$ cat config.mk
export PLATFORM = sky130hd
export DESIGN_NAME = seq_detector_param
export DESIGN_NICKNAME = d
export VERILOG_FILES = /design/src/rtl/seq_detector_param.sv
export SDC_FILE = /design/constraint.sdc
export NUM_CORES = 1
export LEC_CHECK = 0
export CORE_ASPECT_RATIO = 0.8
export CORE_MARGIN = 10
export CORE_UTILIZATION = 40
export CTS_BUF_LIST = sky130_fd_sc_hd__clkbuf_2 sky130_fd_sc_hd__clkbuf_4 sky130_fd_sc_hd__clkbuf_8
export CTS_CLUSTER_DIAMETER = 50
export DETAILED_ROUTE_END_ITERATION = 8
export GPL_ROUTABILITY_DRIVEN = 0
export PLACE_DENSITY = 0.7
export SLEW_MARGIN = 5
export SYNTH_ARGS = -nofsm -noshare
export SYNTH_HDL_FRONTEND = slang
export SYNTH_SLANG_ARGS = --single-unit
export TNS_END_PERCENT = 50
$ cat constraint.sdc
create_clock -name clk -period 2.5 [get_ports clk]
set_input_delay 0.25 -clock clk [delete_from_list [all_inputs] [get_ports clk]]
set_output_delay 0.25 -clock clk [all_outputs]
set_load 0.1 [all_outputs]
$ cat src/rtl/seq_detector_param.sv
// -----------------------------------------------------------------------------
// seq_detector_param
//   Parametrised Mealy serial-pattern detector with a programmable pattern,
//   overlapping / non-overlapping match mode, input-valid qualifier and a
//   saturating match counter. The match output is asserted combinationally in
//   the same cycle as the bit that completes the pattern.
//
// Ports
//   clk          in   1          rising-edge clock
//   reset_n      in   1          asynchronous, active-low reset
//   enable       in   1          1 = detector running, 0 = idle (input ignored)
//   load         in   1          pulse: capture pattern_in/overlap, clear history/count
//   pattern_in   in   PATTERN_W  new pattern, MSB is the first bit received
//   overlap      in   1          mode captured on load (1 = overlapping)
//   in_valid     in   1          qualifies din
//   din          in   1          serial data bit
//   match        out  1          current din completes the pattern (combinational)
//   match_count  out  CNT_W      saturating match count since reset/load
//   count_sat    out  1          match_count is all ones
// -----------------------------------------------------------------------------
module seq_detector_param #(
    parameter int                   PATTERN_W       = 4,
    parameter logic [PATTERN_W-1:0] DEFAULT_PATTERN = 4'b1011,
    parameter logic                 DEFAULT_OVERLAP = 1'b1,
    parameter int                   CNT_W           = 8
) (
    input  logic                 clk,
    input  logic                 reset_n,
    input  logic                 enable,
    input  logic                 load,
    input  logic [PATTERN_W-1:0] pattern_in,
    input  logic                 overlap,
    input  logic                 in_valid,
    input  logic                 din,
    output logic                 match,
    output logic [CNT_W-1:0]     match_count,
    output logic                 count_sat
);

    localparam int             HW       = PATTERN_W - 1;
    localparam int             FW       = $clog2(PATTERN_W);
    localparam logic [FW-1:0]  FILL_MAX = FW'(PATTERN_W - 1);
    localparam logic [CNT_W-1:0] CNT_MAX = {CNT_W{1'b1}};

    typedef enum logic [1:0] {
        ST_IDLE = 2'd0,
        ST_FILL = 2'd1,
        ST_RUN  = 2'd2
    } state_e;

    state_e                 state_q, state_d;
    logic [PATTERN_W-1:0]   pattern_q, pattern_d;
    logic                   overlap_q, overlap_d;
    logic [HW-1:0]          hist_q, hist_d;
    logic [FW-1:0]          fill_q, fill_d;
    logic [CNT_W-1:0]       count_q, count_d;
    logic                   count_sat_q, count_sat_d;

    logic                   accepted_s;
    logic [PATTERN_W-1:0]   window_s;
    logic [FW-1:0]          fill_inc_s;
    logic                   match_s;

    // Candidate window: stored history followed by the incoming bit. Its low
    // HW bits are the shifted history, which also covers PATTERN_W == 2.
    assign accepted_s = enable & in_valid & ~load;
    assign window_s   = {hist_q, din};
    assign fill_inc_s = (fill_q == FILL_MAX) ? FILL_MAX : (fill_q + FW'(1));
    assign match_s    = accepted_s & (state_q == ST_RUN) & (window_s == pattern_q);

    // Next-state, history, fill and counter update.
    always_comb begin
        state_d   = state_q;
        pattern_d = pattern_q;
        overlap_d = overlap_q;
        hist_d    = hist_q;
        fill_d    = fill_q;
        count_d   = count_q;
        if (load) begin
            // Load wins over data; the din of this cycle is dropped.
            pattern_d = pattern_in;
            overlap_d = overlap;
            hist_d    = {HW{1'b0}};
            fill_d    = {FW{1'b0}};
            count_d   = {CNT_W{1'b0}};
            state_d   = enable ? ST_FILL : ST_IDLE;
        end else if (!enable) begin
            state_d = ST_IDLE;
            hist_d  = {HW{1'b0}};
            fill_d  = {FW{1'b0}};
        end else if (accepted_s) begin
            if (match_s && (count_q != CNT_MAX)) begin
                count_d = count_q + CNT_W'(1);
            end else begin
                count_d = count_q;
            end
            if (match_s && !overlap_q) begin
                // Non-overlapping: the completing bit starts nothing new.
                hist_d  = {HW{1'b0}};
                fill_d  = {FW{1'b0}};
                state_d = ST_FILL;
            end else begin
                hist_d  = window_s[HW-1:0];
                fill_d  = fill_inc_s;
                state_d = (fill_inc_s == FILL_MAX) ? ST_RUN : ST_FILL;
            end
        end else begin
            // Bubble: hold history; only leave IDLE now that enable is high.
            if (state_q == ST_IDLE) begin
                state_d = ST_FILL;
            end else begin
                state_d = state_q;
            end
        end
    end

    assign count_sat_d = (count_d == CNT_MAX);

    // State and datapath registers.
    always_ff @(posedge clk or negedge reset_n) begin
        if (!reset_n) begin
            state_q     <= ST_IDLE;
            pattern_q   <= DEFAULT_PATTERN;
            overlap_q   <= DEFAULT_OVERLAP;
            hist_q      <= {HW{1'b0}};
            fill_q      <= {FW{1'b0}};
            count_q     <= {CNT_W{1'b0}};
            count_sat_q <= 1'b0;
        end else begin
            state_q     <= state_d;
            pattern_q   <= pattern_d;
            overlap_q   <= overlap_d;
            hist_q      <= hist_d;
            fill_q      <= fill_d;
            count_q     <= count_d;
            count_sat_q <= count_sat_d;
        end
    end

    assign match       = match_s;
    assign match_count = count_q;
    assign count_sat   = count_sat_q;

endmodule

Word level (Yosys, flattened, before mapping)
Index checks and enable logic that the tools add are counted.
{"block": "word_totals", "ff_bits": 21, "in_bits": 11, "output_inout_bits": 10, "word_cells": 46}
{"block": "classes", "n_addsub": 2, "n_eq_ne": 8, "muxes": 20, "bitwise": 5, "reduce_logical": 4}
{"op": "8-bit 2-to-1 mux", "count": 4}
{"op": "2-bit 2-to-1 mux", "count": 11}
{"op": "3-bit 2-to-1 mux", "count": 4}
{"op": "8-bit by 1-bit adder with 8-bit output (second input constant)", "count": 1}
{"op": "8-bit equality test (second input constant)", "count": 1}
{"op": "8-bit != test (second input constant)", "count": 1}
{"op": "2-bit equality test (second input constant)", "count": 3}
{"op": "1-bit AND", "count": 4}
{"op": "4-bit equality test", "count": 1}
{"op": "4-bit by 1-bit != test with 1-bit output (second input constant)", "count": 1}
{"op": "3-bit by 1-bit != test with 1-bit output (second input constant)", "count": 1}
{"op": "2-bit by 1-bit adder with 2-bit output (second input constant)", "count": 1}
{"op": "1-bit logical AND", "count": 2}
{"op": "2-bit logical NOT", "count": 1}
{"op": "1-bit logical NOT", "count": 1}
{"op": "1-bit 2-to-1 mux", "count": 1}
{"op": "1-bit NOT", "count": 1}

Logic depth before layout (Yosys ltp)
Gate-level depths: netlist (run 1).
{"block": "depth", "word_depth": 10, "depth_mapped": 7, "mapped_depth_nobuf": 7}

Least setup slack after synthesis (run 1)
OpenSTA, ideal clock, no wires.
{"block": "synth_timing", "path_kind": "register to register", "from": "reg count_q[0], in the netlist match_count[0]", "to": "reg count_sat_q, in the netlist count_sat", "setup_time_ns": 0.068, "arrival_time_ns": 2.642, "t_required_ns": 2.432, "path_slack_ns": -0.209, "stages_incl_launch_ff": 8, "n_path_buf": 0, "synth_period_minus_slack_ns": 2.709, "path_cell_list": "dfrtp_1 -> ha_1 -> nand4_2 -> o211ai_4 -> nor2_2 -> mux2_1 -> nor4b_2 -> and4_1"}
{"block": "synth_via", "elab_chain_cells": 7, "elab_cells_between_ends": 8, "classes_between": "add/sub: 1; eq/ne: 2; mux: 4; reduce/logical: 1"}
{"item": "start, declared", "line_no": "56", "source": "logic [CNT_W-1:0] count_q, count_d;"}
{"item": "start signal, assigned", "line_no": "127", "source": "count_q <= {CNT_W{1'b0}};"}
{"item": "start signal, assigned", "line_no": "135", "source": "count_q <= count_d;"}
{"item": "parallel branches: the longest is 4 deep, another holds 8-bit by 1-bit adder with 8-bit output"}
{"item": "8-bit 2-to-1 mux (*)", "line_no": "87", "source": "end else if (!enable) begin"}
{"item": "8-bit 2-to-1 mux (*)", "line_no": "79", "source": "if (load) begin"}
{"item": "8-bit equality test (*)", "line_no": "117", "source": "assign count_sat_d = (count_d == CNT_MAX);"}
{"item": "named net count_sat_d", "line_no": "57", "source": "logic count_sat_q, count_sat_d;"}
{"item": "end signal, assigned", "line_no": "136", "source": "count_sat_q <= count_sat_d;"}
{"item": "end, declared", "line_no": "57"}
Mark *: on every way through the listed nets, which the timed path passes.
A chain may end at the register's enable or synchronous reset.

Final worst setup path (run 1)
{"block": "layout_timing", "from": "reg count_q[0], in the netlist match_count[0]", "to": "reg count_sat_q, in the netlist count_sat"}
{"block": "layout_via", "elab_chain_cells": 7, "elab_cells_between_ends": 8, "classes_between": "add/sub: 1; eq/ne: 2; mux: 4; reduce/logical: 1"}
{"item": "parallel branches: the longest is 2 deep, another holds 8-bit by 1-bit adder with 8-bit output"}
{"item": "8-bit 2-to-1 mux (*)", "line_no": "92", "source": "if (match_s && (count_q != CNT_MAX)) begin"}
{"item": "8-bit 2-to-1 mux (*)", "line_no": "91", "source": "end else if (accepted_s) begin"}
{"item": "8-bit 2-to-1 mux (*)", "line_no": "87"}
{"item": "8-bit 2-to-1 mux (*)", "line_no": "79"}
{"item": "named net count_d[2]", "line_no": "56"}
{"item": "8-bit equality test (*)", "line_no": "117"}
{"item": "named net count_sat_d", "line_no": "57"}
Marked as above.

==> flow_summary_export.csv, run 1 <==
group,metric,value,unit
cts,clock_path_buffers,2,
drt,dr.max_layer_used,"met4",
cts,postCtsSetupBuffers,0,
global_route,antenna_found_initial,0,
drt,vias_per_cell,5.16,
die,core-area,2520,sq um
cts,clk_pin_slew_worst_paths,0.11,ns
pwr,clkPwrFrac,28.1,%
pwr,leakagePower,0.582,nW
synth,syn_area,1090,sq um
pwr,p_int,467,uW
sta,tightestPinTransition,0.483,ns
place,hpwl,1910,um
die,die_y,66.6,um
cells_and_area,fin_util,54.5,%
synth,ys.flop_type,"dfrtp_1",
synth,synth_seq_cells,21,
outcome,outcome,"finished, final reports clean",
place,dpl_worst_slack,0.209,ns
die,dieArea,5220,sq um
global_route,grt_max_degree,16,
drt,vias,794,
worst_setup_path,cp_max_fo,8,
synth,synth_edf_count,0,
worst_setup_path,crit_arrival,2.42,ns
cells_and_area,final_cells,154,
global_route,gr-total-overflow,0,
pwr,powerDensity,446,nW/um^2
cells_and_area,diodes,0,
worst_setup_path,end_kind,"flip-flop",
synth,synth_top_area_cell,"dfrtp_1",
cells_and_area,drive_above_1_share,35.6,%
drt,initialDrtViolationCount,50,
sta,worst_slack,0.330,ns
synth,synthTopCellsByArea,"dfrtp_1, dfstp_2, xnor2_1",
synth,synth_cells,92,
die,rows,16,
sta,drv_slew,0,
place,portBuffers,20,
synth,synth_commonest_cells,"dfrtp_1, nor2_1, xnor2_1, nand2_1",
cts,root_buffer,"clkbuf_4",
sta,hold_violations,0,
drt,drc_errors,0,
sta,setup_violations,0,
cells_and_area,fillers,233,
synth,yosys_warnings,0,
worst_setup_path,rr_worst_depth,7,
synth,synthesis.nets,104,
sta,finalCritPeriodShare,86.8,%
global_route,grt_pass1_vias,800,
cts,cts_resized,0,
synth,synth_top_cell_area_share,39.1,%
pwr,p_seq_share,59.6,%
place,post-place-cells,150,
die,chipWidth,78.3,um
min_path,hp-class,"in2async",
drt,wl_met1,1130,um
drt,met3_length,74,um
sta,rsz0062_at_grt,"false",
synth,synth_area_per_cell,11.8,sq um
worst_setup_path,reg2reg_from,"match_count[0]",
sta,slew_headroom,67.7,%
pwr,swShare,23.7,%
sta,finalCriticalPeriod,2.17,ns
drt,ant_nets,0,
cells_and_area,fin_nets,131,
worst_setup_path,crit_type,"reg2reg",
synth,synth_cell_types,34,
sta,tns,0,ns
cts,cts_tree,"done",
job,max_cap_violations,0,
die,ios,21,
global_route,grtUsageTotal,9.40,%
sta,fmax,461,MHz
sta,clock_skew,0.00200,ns
pwr,comb_power_share,12.3,%
pwr,switching_power,145,uW
drt,wl,2370,um
synth,ys_seq_area_share,48.8,%
synth,synth.most_common_cell,"dfrtp_1",
drt,dr.pass1.iters,4,
synth,synth-async-reset-ratio,100,%
cts,clkLatencyLatePin,0.30,ns
cts,cts_htree_levels,1,
worst_setup_path,required,2.75,ns
pwr,ir_drop,0.000300,V
cells_and_area,area_growth,26.4,%
worst_setup_path,r2r_setup_slack,0.33,ns
drt,dr_wl_met2,1160,um
die,initial_utilization,43.1,%
cts,cts_sinks,21,
worst_setup_path,rr_endpoint,"count_sat",
drt,wire_per_inst,15.4,um
cts,cts_hold_buf,0,
global_route,grt_pass1_wl,3940,um
cts,numCtsBuffers,3,
worst_setup_path,startpoint_type,"flip-flop",
power by group through the flow:
stage	sequential, mW	combinational, mW	clock [mW]
after global placement	0.371	0.0744	0
after detailed placement	0.372	0.0763	0
after global routing	0.367	0.0820	0.196
after floorplan	0.369	0.0416	0
final	0.365	0.0756	0.172
after CTS	0.365	0.0765	0.179
worst max-delay path, cell delays in order, from the launching register on:
cell,delay (ns)
dfrtp_2,0.47
ha_1,0.24
nand4_2,0.17
o211ai_4,0.16
or4_1,0.51
a21oi_2,0.16
nor4b_2,0.20
and4_1,0.21
worst max path at each step:
| stage | startpoint | end | slack (ns) | depth (start not counted) |
|---|---|---|---|---|
| 6_report | match_count[0] | count_sat | 0.33 | 7 |
| 4_1_cts | match_count[0] | count_sat | 0.32 | 7 |
| 3_3_place_gp | din | count_sat | 0.26 | 7 |
| 2_1_floorplan | match_count[4] | count_sat | 0.03 | 6 |
| 5_1_grt | match_count[0] | count_sat | 0.19 | 7 |
| 3_5_place_dp | in_valid | count_sat | 0.21 | 7 |
placed cells by master (no fill, tap or decap), types with 3 or more instances in the layout:
master and count:
a22o_1 5, buf_4 12, clkbuf_4 4, clkdlybuf4s50_1 10, dfrtp_1 13, dfrtp_2 4
dfstp_2 4, mux2_2 5, nand2_1 6, nand2b_1 4, nand3_1 3, nor2_1 8
nor3_1 3, o21ai_0 3, xnor2_1 7
state kept, by name (all words and copies together), names as in the netlist:
register,cells
count_sat,1
fill_q,2
hist_q,3
match_count,8
overlap_q,1
pattern_q,4
state_q,2
cell type report:
| type | count | area (sq um) | share of cell area, % |
|---|---|---|---|
| Tap cell | 36 | 45.0 | 3.28 |
| Inverter | 2 | 7.51 | 0.546 |
| Multi-Input combinational cell | 68 | 546 | 39.7 |
| Timing Repair Buffer | 23 | 210 | 15.3 |
| Clock buffer | 4 | 30.0 | 2.19 |
| Sequential cell | 21 | 536 | 39.0 |
metrics by stage:
step | area [sq um] | hold slack (ns) | power [mW]
detailed placement | 1340 | 0.511 | 0.448
floorplan | 1090 | -0.0456 | 0.410
global placement | 1340 | 0.494 | 0.445
global route | 1370 | 0.290 | 0.645
CTS | 1370 | 0.271 | 0.621
finish | 1370 | 0.260 | 0.612
metal layers:
layer  GRT usage (%)  up-vias
li1                -      382
met1            11.6      392
met2            15.5       17
met3            2.95        3
met4            2.68        0
met5               0        -
kinds of logic (layout without fill, tap and decap cells):
kind of cell,count (synthesis),in the layout,synth area share (%)
buffers and inverters,3,29,1.04
adders and majority gates,1,1,1.15
xor gates and xnor gates,10,10,9.44
and+or+nand+nor,38,38,23.6
DFF,21,21,48.8
muxes,6,6,6.21
AOI/OAI and AO/OA,13,13,9.78
(Power assumes the default switching activity.)
==> inputs of run 2 (changes only) <==
- CORE_MARGIN: 10 -> 2
- PLACE_DENSITY: 0.7 -> 0.6
==> flow_summary_export.csv, run 2 (same netlist as run 1, synthesis figures left out) <==
group,metric,value,unit
sta,finalCriticalPeriod,2.16,ns
sta,hold_violations,0,
cts,cts_tree,"done",
die,chipWidth,62.3,um
worst_setup_path,critPathMaxStageDelay,0.55,ns
die,core-area,2520,sq um
pwr,p_int,467,uW
cells_and_area,drive_above_1_share,35.6,%
pwr,leakagePower,0.582,nW
cts,cts_hold_buf,0,
global_route,antenna_found_initial,0,
worst_setup_path,rr_worst_depth,7,
worst_setup_path,startpoint_type,"flip-flop",
die,die_y,50.6,um
worst_setup_path,cp_max_fo,6,
worst_setup_path,r2r_setup_slack,0.35,ns
worst_setup_path,cp-startpoint,"pattern_q[1]",
global_route,grt_pass1_vias,786,
cells_and_area,largest_reg_flops,8,
min_path,hp-class,"in2async",
worst_setup_path,slowest_stage,"dfstp_2",
worst_setup_path,rr_endpoint,"count_sat",
worst_setup_path,reg2reg_from,"match_count[0]",
drt,drc_errors,0,
cts,clk_pin_slew_worst_paths,0.11,ns
sta,clock_skew,0.00205,ns
cells_and_area,fillers,247,
global_route,grt_pass1_wl,3810,um
drt,ant_nets,0,
global_route,grt_max_degree,16,
die,dieArea,3150,sq um
cts,clock_path_buffers,2,
cells_and_area,final_cells,154,
worst_setup_path,crit_type,"reg2out",
drt,vias_per_cell,5.13,
pwr,comb_power_share,12.4,%
worst_setup_path,end_kind,"output port",
sta,tightestPinTransition,0.488,ns
sta,slew_headroom,67.3,%
pwr,powerDensity,447,nW/um^2
sta,finalCritPeriodShare,86.4,%
sta,drv_slew,0,
pwr,swShare,23.9,%
place,post-place-cells,150,
pwr,ir_drop,0.000264,V
sta,setup_violations,0,
pwr,p_seq_share,59.5,%
drt,wl,2200,um
cts,postCtsSetupBuffers,0,
outcome,outcome,"finished, final reports clean",
cts,clkLatencyLatePin,0.30,ns
place,portBuffers,20,
die,rows,16,
cells_and_area,final_common_cell,"dfrtp_1",
cts,root_buffer,"clkbuf_4",
cts,cts_sinks,21,
pwr,switching_power,147,uW
sta,tns,0,ns
place,hpwl,1720,um
global_route,grtUsageTotal,15.7,%
cells_and_area,fin_nets,131,
worst_setup_path,crit_arrival,1.91,ns
drt,initialDrtViolationCount,29,
global_route,gr-total-overflow,0,
worst_setup_path,path_cells,"xnor2_1, nand4_4, or2_2, inv_1, buf_12",
job,max_cap_violations,0,
die,ios,21,
worst_setup_path,required,2.25,ns
cts,numCtsBuffers,3,
sta,rsz0062_at_grt,"false",
die,initial_utilization,43.1,%
cts,cts_htree_levels,1,
cells_and_area,layout_common_cells,"dfrtp_1, buf_4, clkdlybuf4s50_1",
cells_and_area,area_growth,26.4,%
sta,fmax,463,MHz
drt,vias,790,
cells_and_area,fin_util,54.5,%
cells_and_area,diodes,0,
cts,cts_resized,0,
drt,wire_per_inst,14.3,um
drt,dr.pass1.iters,4,
pwr,clkPwrFrac,28.2,%
-- run 2: power by group through the flow --
stage | registers, mW | logic, mW | clock network (mW)
detailed placement | 0.372 | 0.0766 | 0
CTS | 0.365 | 0.0768 | 0.182
floorplan | 0.369 | 0.0416 | 0
finish | 0.365 | 0.0761 | 0.173
global route | 0.367 | 0.0824 | 0.200
global placement | 0.371 | 0.0755 | 0
-- run 2: stage by stage --
| stage | hold WS [ns] | worst slack [ns] | instance area, sq um | power (mW) |
|---|---|---|---|---|
| 2_1_floorplan | -0.0456 | 0.0306 | 1090 | 0.410 |
| 3_3_place_gp | 0.486 | 0.240 | 1340 | 0.447 |
| 3_5_place_dp | 0.506 | 0.230 | 1340 | 0.448 |
| 4_1_cts | 0.274 | 0.311 | 1370 | 0.624 |
| 5_1_grt | 0.280 | 0.226 | 1370 | 0.649 |
| 6_report | 0.265 | 0.339 | 1370 | 0.614 |
-- run 2: final cells by class --
| cell class | count | area, sq um | area share [%] |
|---|---|---|---|
| inverter | 2 | 7.51 | 0.546 |
| multi-input combinational | 68 | 546 | 39.7 |
| clock buffer | 4 | 30.0 | 2.19 |
| sequential | 21 | 536 | 39.0 |
| timing repair buffer | 23 | 210 | 15.3 |
| tap | 36 | 45.0 | 3.28 |
-- run 2: worst max path at each step --
stage,slack [ns],to
after global placement,0.24,count_sat
after floorplan,0.03,count_sat
after global routing,0.23,match
after detailed placement,0.23,count_sat
final,0.34,match
after CTS,0.31,match
-- run 2: routing by layer --
layer  GRT usage [%]  vias up  wire (um)
li1                -      382          -
met1            20.9      379       1110
met2            25.0       23        950
met3            4.71        6        100
met4            4.44        0         36
met5               0        -          0
-- run 2: critical path: cells and delay by family, from the launching register on --
kind / cells / cell delay (ns)
AND/OR/NAND/NOR: 2 / 0.57
flip-flops: 1 / 0.55
buffers and inverters: 2 / 0.29
XOR/XNOR: 1 / 0.20
==> inputs of run 3 (changes only) <==
- ABC_AREA: unset -> 1
- PLACE_DENSITY: 0.6 -> 0.59
- SLEW_MARGIN: 5 -> 25
==> flow_summary_export.csv, run 3 <==
group,metric,value,unit
outcome,outcome,"finished, final reports clean",
pwr,ir_drop,0.000256,V
synth,synth_area_per_cell,7.18,sq um
global_route,grt_pass1_wl,4410,um
drt,dr.pass1.iters,4,
sta,slew_headroom,81.6,%
cells_and_area,drive_above_1_share,16.3,%
sta,setup_violations,0,
synth,yosys_warnings,0,
drt,wl_met1,1330,um
sta,finalCritPeriodShare,77.3,%
cts,clkLatencyLatePin,0.26,ns
synth,ys.flop_type,"dfrtp_1",
cts,cts_resized,0,
cells_and_area,diodes,0,
global_route,gr-total-overflow,0,
synth,synthesis.nets,182,
cells_and_area,area_growth,24.6,%
worst_setup_path,end_kind,"output port",
drt,dr.max_layer_used,"met3",
sta,rsz0062_at_grt,"false",
cts,cts_sinks,21,
die,initial_utilization,43.1,%
synth,synth_cell_types,20,
die,dieArea,3510,sq um
job,max_cap_violations,0,
cts,postCtsSetupBuffers,0,
pwr,leakagePower,0.803,nW
die,chipWidth,65.7,um
cts,clk_pin_slew_worst_paths,0.07,ns
drt,vias,1100,
drt,vias_per_cell,4.70,
drt,ant_nets,0,
drt,dr_wl_met2,1060,um
cts,cts_htree_levels,1,
synth,synth_edf_count,0,
cells_and_area,final_common_cell,"nand2_1",
cts,root_buffer,"clkbuf_8",
place,portBuffers,20,
synth,synth_cells,170,
synth,synth_top_cell_area_share,34.9,%
place,hpwl,2010,um
worst_setup_path,crit_type,"reg2out",
drt,initialDrtViolationCount,42,
pwr,total_power,639,uW
die,ios,21,
cells_and_area,fillers,289,
global_route,grtUsageTotal,16.4,%
place,post-place-cells,230,
worst_setup_path,reg2reg_from,"match_count[0]",
drt,wire_per_inst,10.8,um
cts,clock_path_buffers,2,
synth,synth_commonest_cells,"nand2_1, inv_1, dfrtp_1, nand3_1, nor2_1",
cts,cts_hold_buf,0,
drt,wl,2520,um
synth,synth.most_common_cell,"nand2_1",
global_route,grt_max_degree,22,
worst_setup_path,cp_max_fo,10,
global_route,antenna_found_initial,0,
die,core-area,2830,sq um
drt,drc_errors,0,
die,rows,17,
worst_setup_path,r2r_setup_slack,0.76,ns
cells_and_area,fin_nets,209,
sta,clock_skew,0.00253,ns
synth,synth_top_area_cell,"dfrtp_1",
worst_setup_path,crit_arrival,1.68,ns
cells_and_area,largest_reg_flops,8,
die,die_y,53.4,um
sta,fmax,518,MHz
sta,hold_ws,0.339,ns
sta,finalCriticalPeriod,1.93,ns
pwr,powerDensity,421,nW/um^2
synth,synthTopCellsByArea,"dfrtp_1, nand2_1, inv_1",
worst_setup_path,required,2.25,ns
synth,syn_area,1220,sq um
cells_and_area,layout_common_cells,"nand2_1, inv_1, dfrtp_1",
global_route,grt_pass1_vias,1002,
sta,tightestPinTransition,0.275,ns
cts,cts_tree,"done",
worst_setup_path,cp-startpoint,"pattern_q[1]",
sta,drv_slew,0,
cells_and_area,final_cells,234,
min_path,hp-class,"in2async",
sta,hold_violations,0,
drt,met3_length,129,um
synth,synth_seq_cells,21,
cts,numCtsBuffers,3,
sta,tns,0,ns
worst_setup_path,startpoint_type,"flip-flop",
synth,synth-async-reset-ratio,100,%
synth,ys_seq_area_share,43.5,%
-- run 3: worst paths after layout --
path | endpoint | depth (start not counted)
hold reg to reg | overlap_q | 2
max in group asynchronous | pattern_q[0] | 2
hold / removal | state_q[1] | 2
setup reg to reg | count_sat | 10
min in group clk | overlap_q | 2
setup / recovery | match | 7
-- run 3: kinds of logic after synthesis --
group,after synthesis,share of synthesized area [%]
flops,21,43.5
compound gates,13,5.74
fa+ha+maj,1,1.03
simple gates,98,38.4
buf+inv,37,11.4
-- run 3: cell type report --
cell class | count | area, sq um | share of cell area, %
multi-input combinational | 112 | 551 | 36.2
clock inverter | 1 | 5.00 | 0.329
clock buffer | 3 | 41.3 | 2.72
sequential | 21 | 531 | 34.9
timing repair buffer | 23 | 210 | 13.8
tap | 38 | 47.5 | 3.13
inverter | 36 | 135 | 8.89
-- run 3: metal layers --
layer	track usage (%)	vias up
met5	0	-
met4	2.08	0
met3	4.04	0
met2	25.1	21
met1	23.9	499
li1	-	580
-- run 3: per-stage QoR --
| stage | setup slack (ns) | util, % | instance area, sq um |
|---|---|---|---|
| 2_1_floorplan | 0.294 | - | 1220 |
| 3_3_place_gp | 0.642 | 52.1 | 1470 |
| 3_5_place_dp | 0.572 | 52.1 | 1470 |
| 4_1_cts | 0.554 | 53.7 | 1520 |
| 5_1_grt | 0.444 | 53.7 | 1520 |
| 6_report | 0.568 | 53.7 | 1520 |
-- run 3: worst max-delay path: stages (launching register included) --
cell and delay, ns:
dfstp_2 0.53, inv_1 0.05, nand2_1 0.05, nand2_1 0.07
nor2_4 0.26, nand2_2 0.13, inv_1 0.14, buf_12 0.19
-- run 3: report_power, final --
group	total [mW]	switching, mW	internal, mW	leakage [nW]
clock	0.214	0.103	0.111	0.0255
sequential	0.359	0.00491	0.354	0.274
combinational	0.0660	0.0375	0.0285	0.503
